$ cat config.mk
export PLATFORM = sky130hd
export DESIGN_NAME = bsg_link_reset_sequencer
export DESIGN_NICKNAME = d
export VERILOG_FILES = /design/src/rtl/bsg_link_reset_sequencer_pkg.sv /design/src/rtl/bsg_link_reset_sequencer_timer.sv /design/src/rtl/bsg_link_reset_sequencer.sv
export SDC_FILE = /design/constraint.sdc
export NUM_CORES = 1
export LEC_CHECK = 0
export ABC_CLOCK_PERIOD_IN_PS = 2100
export CAP_MARGIN = 20
export CORE_MARGIN = 3
export CORE_UTILIZATION = 45
export CTS_BUF_LIST = sky130_fd_sc_hd__clkbuf_4
export DETAILED_ROUTE_END_ITERATION = 8
export PLACE_DENSITY = 0.68
export SLEW_MARGIN = 20
export SYNTH_ARGS = -nofsm -noshare
export SYNTH_HDL_FRONTEND = slang
export SYNTH_SLANG_ARGS = --single-unit
$ cat constraint.sdc
create_clock -name clk_i -period 2.1 [get_ports clk_i]
set_input_delay 0.525 -clock clk_i [delete_from_list [all_inputs] [get_ports clk_i]]
set_output_delay 0.525 -clock clk_i [all_outputs]
set_load 0.02 [all_outputs]
$ cat src/rtl/bsg_link_reset_sequencer_pkg.sv
// Shared types and defaults for the bsg_link reset bring-up sequencer.
package bsg_link_reset_sequencer_pkg;

   localparam int unsigned link_rst_seq_state_width_gp = 3;
   localparam int unsigned link_rst_seq_default_hold_gp = 16;

   typedef enum logic [link_rst_seq_state_width_gp-1:0] {
      LRS_IDLE,
      LRS_TOKEN_PRE,
      LRS_TOKEN_HI,
      LRS_TOKEN_POST,
      LRS_UP_REL,
      LRS_DOWN_REL,
      LRS_CORE_REL,
      LRS_DONE
   } link_rst_seq_state_e;

   // Phase that follows a timed phase once its hold expires.
   function automatic link_rst_seq_state_e link_rst_seq_next_phase(input link_rst_seq_state_e s);
      case (s)
         LRS_TOKEN_PRE:  return LRS_TOKEN_HI;
         LRS_TOKEN_HI:   return LRS_TOKEN_POST;
         LRS_TOKEN_POST: return LRS_UP_REL;
         LRS_UP_REL:     return LRS_DOWN_REL;
         LRS_DOWN_REL:   return LRS_CORE_REL;
         LRS_CORE_REL:   return LRS_DONE;
         default:        return LRS_IDLE;
      endcase
   endfunction

endpackage

$ cat src/rtl/bsg_link_reset_sequencer_timer.sv
// Loadable down counter shared by every timed phase of the sequencer.
module bsg_link_reset_sequencer_timer #(
   parameter int unsigned width_p = 8
) (
   input  logic               clk,
   input  logic               reset,
   input  logic               load,
   input  logic [width_p-1:0] load_val,
   output logic               zero
);

   logic [width_p-1:0] count;

   // Load on phase entry, otherwise count down and rest at zero.
   always_ff @(posedge clk) begin
      if (reset) begin
         count <= '0;
      end else if (load) begin
         count <= load_val;
      end else if (count != '0) begin
         count <= count - width_p'(1);
      end
   end

   assign zero = (count == '0);

endmodule

$ cat src/rtl/bsg_link_reset_sequencer.sv
// Timed reset bring-up for a group of bsg_link DDR channels:
// token pulse, upstream IO release, downstream IO release, core release.
module bsg_link_reset_sequencer
   import bsg_link_reset_sequencer_pkg::*;
#(
   parameter int unsigned num_links_p    = 2,
   parameter int unsigned hold_width_p   = 8,
   parameter int unsigned default_hold_p = link_rst_seq_default_hold_gp
) (
   input  logic                    clk_i,
   input  logic                    reset_i,
   input  logic                    start_i,
   input  logic [num_links_p-1:0]  link_en_i,
   input  logic [hold_width_p-1:0] hold_cycles_i,
   input  logic                    abort_i,
   output logic [num_links_p-1:0]  token_reset_o,
   output logic [num_links_p-1:0]  up_io_reset_o,
   output logic [num_links_p-1:0]  down_io_reset_o,
   output logic [num_links_p-1:0]  core_reset_o,
   output logic                    busy_o,
   output logic                    done_o
);

   // Default hold must be a non-zero value representable by the counter.
   if (default_hold_p == 0 || default_hold_p >= (1 << hold_width_p)) begin : g_bad_default_hold
      $error("default_hold_p must be in 1..2**hold_width_p-1");
   end

   localparam logic [hold_width_p-1:0] default_hold_lp = hold_width_p'(default_hold_p);

   link_rst_seq_state_e     state_r, state_n;
   logic [num_links_p-1:0]  en_r, en_n;
   logic [hold_width_p-1:0] hold_r, hold_n, start_hold, load_val;
   logic                    load, zero;

   logic [num_links_p-1:0]  token_n, up_n, down_n, core_n;
   logic                    busy_n, done_n;

   // Zero on the hold input selects the built-in default hold.
   assign start_hold = (hold_cycles_i == '0) ? default_hold_lp : hold_cycles_i;

   bsg_link_reset_sequencer_timer #(
      .width_p (hold_width_p)
   ) timer (
      .clk      (clk_i),
      .reset    (reset_i),
      .load     (load),
      .load_val (load_val),
      .zero     (zero)
   );

   // Next state, capture, timer load and decode of the next registered outputs.
   always_comb begin
      state_n  = state_r;
      en_n     = en_r;
      hold_n   = hold_r;
      load     = 1'b0;
      load_val = hold_r - hold_width_p'(1);

      token_n  = '0;
      up_n     = '1;
      down_n   = '1;
      core_n   = '1;
      busy_n   = 1'b0;
      done_n   = 1'b0;

      if (abort_i) begin
         state_n = LRS_IDLE;
      end else begin
         case (state_r)
            LRS_IDLE, LRS_DONE: begin
               if (start_i) begin
                  state_n  = LRS_TOKEN_PRE;
                  en_n     = link_en_i;
                  hold_n   = start_hold;
                  load     = 1'b1;
                  load_val = start_hold - hold_width_p'(1);
               end
            end
            default: begin
               if (zero) begin
                  state_n = link_rst_seq_next_phase(state_r);
                  load    = 1'b1;
               end
            end
         endcase
      end

      // Releases accumulate phase by phase and only touch enabled links.
      case (state_n)
         LRS_TOKEN_PRE, LRS_TOKEN_POST: begin
            busy_n = 1'b1;
         end
         LRS_TOKEN_HI: begin
            busy_n  = 1'b1;
            token_n = en_n;
         end
         LRS_UP_REL: begin
            busy_n = 1'b1;
            up_n   = ~en_n;
         end
         LRS_DOWN_REL: begin
            busy_n = 1'b1;
            up_n   = ~en_n;
            down_n = ~en_n;
         end
         LRS_CORE_REL: begin
            busy_n = 1'b1;
            up_n   = ~en_n;
            down_n = ~en_n;
            core_n = ~en_n;
         end
         LRS_DONE: begin
            done_n = 1'b1;
            up_n   = ~en_n;
            down_n = ~en_n;
            core_n = ~en_n;
         end
         default: ;
      endcase
   end

   // State, captured configuration and registered outputs.
   always_ff @(posedge clk_i) begin
      if (reset_i) begin
         state_r         <= LRS_IDLE;
         en_r            <= '0;
         hold_r          <= default_hold_lp;
         token_reset_o   <= '0;
         up_io_reset_o   <= '1;
         down_io_reset_o <= '1;
         core_reset_o    <= '1;
         busy_o          <= 1'b0;
         done_o          <= 1'b0;
      end else begin
         state_r         <= state_n;
         en_r            <= en_n;
         hold_r          <= hold_n;
         token_reset_o   <= token_n;
         up_io_reset_o   <= up_n;
         down_io_reset_o <= down_n;
         core_reset_o    <= core_n;
         busy_o          <= busy_n;
         done_o          <= done_n;
      end
   end

endmodule

==> impl_metrics.py, run 1 <==
metrics = {
    "placed_design": {
        "dp_cells": 307,
        "hpwlAfterDp_mm": 3.21,
        "dp_slack_ns": -0.362,
        "placed_area_mm2": 0.00229,
        "gp_congestion": 0.827,
        "numPortBuffers": 23,
    },
    "die": {
        "fp.dieW_um": 68.4,
        "io_pins": 24,
        "core_area_mm2": 0.00372,
        "die_area_mm2": 0.00468,
        "die-height_um": 68.4,
        "num_rows": 22,
        "initial_core_util_pct": 47.2,
    },
    "sta": {
        "min_period_over_period_pct": 97.6,
        "worst_slack_ns": 0.0503,
        "finalCriticalPeriod_ns": 2.05,
        "final_hold_viol_count": 0,
        "maxSlewHeadroom_pct": 69.1,
        "hold_ws_ns": 0.484,
        "worst_pin_slew_ns": 0.451,
        "fmax_ghz": 0.488,
        "fin_worst_skew_ns": 0.00902,
        "setup_tns_ns": 0,
        "slew_viol_final": 0,
        "setup_viol": 0,
    },
    "setup_path": {
        "critPathKind": "input port to flop",
        "crit_required_ns": 2.36,
        "cpPeakStageDelay_ns": 0.58,
        "start_kind": "input port",
        "path_max_fanout": 2,
        "slowest_stage": "or4_4",
        "end_kind": "flop",
        "path_cells": "clkdlybuf4s50_1 -> or4_4 -> nor4_4 -> mux2i_1 -> a221o_1 -> a31oi_1",
        "worstPathArrival_ns": 2.31,
    },
    "global_route": {
        "first_global_vias": 1482,
        "grt_pass1_wl_mm": 6.77,
        "grt_usage_pct": 19.6,
        "grt_max_degree": 12,
        "antenna_found_initial": 0,
        "grt-ovfl-total": 0,
    },
    "synthesis": {
        "synth_area_mm2": 0.00175,
        "ys_seq_area_share_pct": 35.4,
        "synthTopCellsByArea": "dfxtp_1, nand2_1, ha_1",
        "ys_types": 47,
        "synth_cells": 205,
        "syn_avg_cell_area_um2": 8.55,
        "yosys_most_used_dff": "dfxtp_1",
        "syn_nets": 227,
        "async_flop_share_pct": 0,
        "ys_ff_latch": 31,
        "synth_top_cell_by_area": "dfxtp_1",
        "synth_top_area_share_pct": 35.4,
        "synthesis.yosys.warnings": 0,
        "synth_edf_count": 0,
    },
    "finish": {
        "seq_area_um2": 622,
        "nets": 290,
        "finalNonFillerCells": 317,
        "multi_input_area_mm2": 0.00115,
        "layout-drive-gt1-share_pct": 26.4,
        "nFillCells": 302,
        "area_growth_pct": 41.5,
        "utilization_pct": 66.7,
        "diodes": 0,
        "design_area_mm2": 0.00248,
    },
    "job": {
        "drv_cap": 0,
    },
    "drt": {
        "detail-route-antenna-nets": 0,
        "wl_per_cell_um": 13.8,
        "drt_iter0_drc": 62,
        "wirelength_mm": 4.36,
        "vias_per_cell": 5.34,
        "num_vias": 1694,
        "route.detailed.drc": 0,
        "first_pass_iters": 4,
    },
    "pwr": {
        "leakagePower_nw": 0.981,
        "vdd_drop_max_uv": 460,
        "p_total_mw": 1.98,
        "power_density_mw_per_mm2": 797,
    },
    "clock_network": {
        "path_clk_slew_ns": 0.10,
        "cts_sinks": 31,
        "hold_buffers": 0,
        "cts_tree": "yes",
        "max-clock-path-buffers": 2,
        "root_buffer": "clkbuf_4",
        "cts_inserted_buffers": 5,
        "clk_latency_ns": 0.34,
        "htreeDepth": 2,
    },
    "outcome": {
        "status": "complete, no violations",
    },
    "hold_path": {
        "min-delay-path-class": "flop to flop",
    },
}
==> cells in the final DEF, fill, tap and decap left out, drive strengths merged, types with 2 or more instances in the layout <==
cell type,n
a22oi,2
clkinv,2
a221o,3
clkdlybuf4s50,23
ha,8
buf,39
a31oi,3
clkbuf,5
nor4,7
nand2b,3
o21ai,2
nor2,19
dfxtp,31
inv,13
a311oi,2
a21boi,2
nand3b,2
mux2,2
xor2,5
mux2i,4
nor3,9
a211oi,3
xnor2,6
o211ai,2
nand2,27
or4,6
nand3,6
nor3b,3
a21oi,17
==> cell type report <==
| type | count | share of cell area, % |
|---|---|---|
| Tap cell | 48 | 2.42 |
| Inverter | 13 | 1.97 |
| Clock inverter | 3 | 1.56 |
| Timing Repair Buffer | 62 | 21.2 |
| Multi-Input combinational cell | 155 | 46.2 |
| Sequential cell | 31 | 25.1 |
| Clock buffer | 5 | 1.51 |
==> flip-flops by register name, indices dropped and copies added (netlist names) <==
signal and flops:
hold_r 8, timer.count 8, state_r 3, core_reset_o 2, down_io_reset_o 2, en_r 2, token_reset_o 2, up_io_reset_o 2
busy_o 1, done_o 1
==> metal layers <==
metal / up-vias / share of wire [%] / track usage (%)
li1: 868 / - / -
met1: 780 / 49 / 26.9
met2: 37 / 45 / 28.4
met3: 9 / 4.1 / 4.93
met4: 0 / 2.3 / 9.18
met5: - / 0 / 0
==> worst max-delay path: cells and delay by family <==
family | cells | cell delay, ns
AND/OR/NAND/NOR | 2 | 0.74
AO/OA/AOI/OAI | 2 | 0.51
buffers and inverters | 1 | 0.42
multiplexers | 1 | 0.11
==> synth_stat cells (all sizes together), types with 2 or more instances <==
master,count
dfxtp,31
o211ai,2
clkbuf,4
a31oi,3
nand2b,3
xnor2,6
o21ai,2
ha,8
a21boi,2
nor2,19
nand3,6
a311oi,2
buf,2
or4,6
mux2,2
nor3,9
nor3b,3
a211oi,3
a221o,3
nand3b,2
inv,13
a22oi,2
mux2i,4
nor4,7
xor2,5
a21oi,17
nand2,27
==> logic make-up (layout without fill, tap and decap cells) <==
| logic type | Yosys count | after routing | share of synthesized area [%] |
|---|---|---|---|
| XOR/XNOR | 11 | 11 | 5.50 |
| multiplexers | 6 | 6 | 3.57 |
| adder cells (fa/ha/maj) | 8 | 8 | 5.71 |
| AND/OR/NAND/NOR | 85 | 85 | 27.5 |
| flip-flops | 31 | 31 | 35.4 |
| buffers and inverters | 19 | 83 | 4.57 |
| AO/OA/AOI/OAI | 45 | 45 | 17.8 |
==> what timing repair did <==
item,4_1_cts,5_1_grt
resized for setup,1,19
endpoints found under the setup margin,1,16
setup buffers,0,2
pin swaps,0,5
gates cloned,0,0
==> final timing paths <==
kind,start,end,slack [ns],cells after the start
worst max-delay path,hold_cycles_i[3],timer.count[7]$_SDFFE_PP0P_,0.05,6
worst min-delay path,hold_r[7]$_SDFFE_PP0P_,hold_r[7]$_SDFFE_PP0P_,0.48,2
worst max register to register,state_r[0]$_SDFF_PP0_,busy_o$_SDFF_PP0_,0.08,7
worst min register to register,hold_r[7]$_SDFFE_PP0P_,hold_r[7]$_SDFFE_PP0P_,0.48,2
==> where the power goes <==
group | internal [mW] | switching, mW | total [mW]
sequential | 0.651 | 0.0723 | 0.724
combinational | 0.402 | 0.392 | 0.794
clock | 0.245 | 0.215 | 0.459
total | 1.30 | 0.679 | 1.98
Power figures use the tool's default switching activity.
==> run 2, diff against run 1 <==
--- a/config.mk
+++ b/config.mk
@@ -10,6 +10,7 @@
 export CORE_MARGIN = 3
 export CORE_UTILIZATION = 45
 export CTS_BUF_LIST = sky130_fd_sc_hd__clkbuf_4
+export CTS_CLUSTER_DIAMETER = 30
 export DETAILED_ROUTE_END_ITERATION = 8
 export PLACE_DENSITY = 0.68
 export SLEW_MARGIN = 20
==> results of run 2 <==
The final DEF is identical to that of run 1; final timing and power are the same.
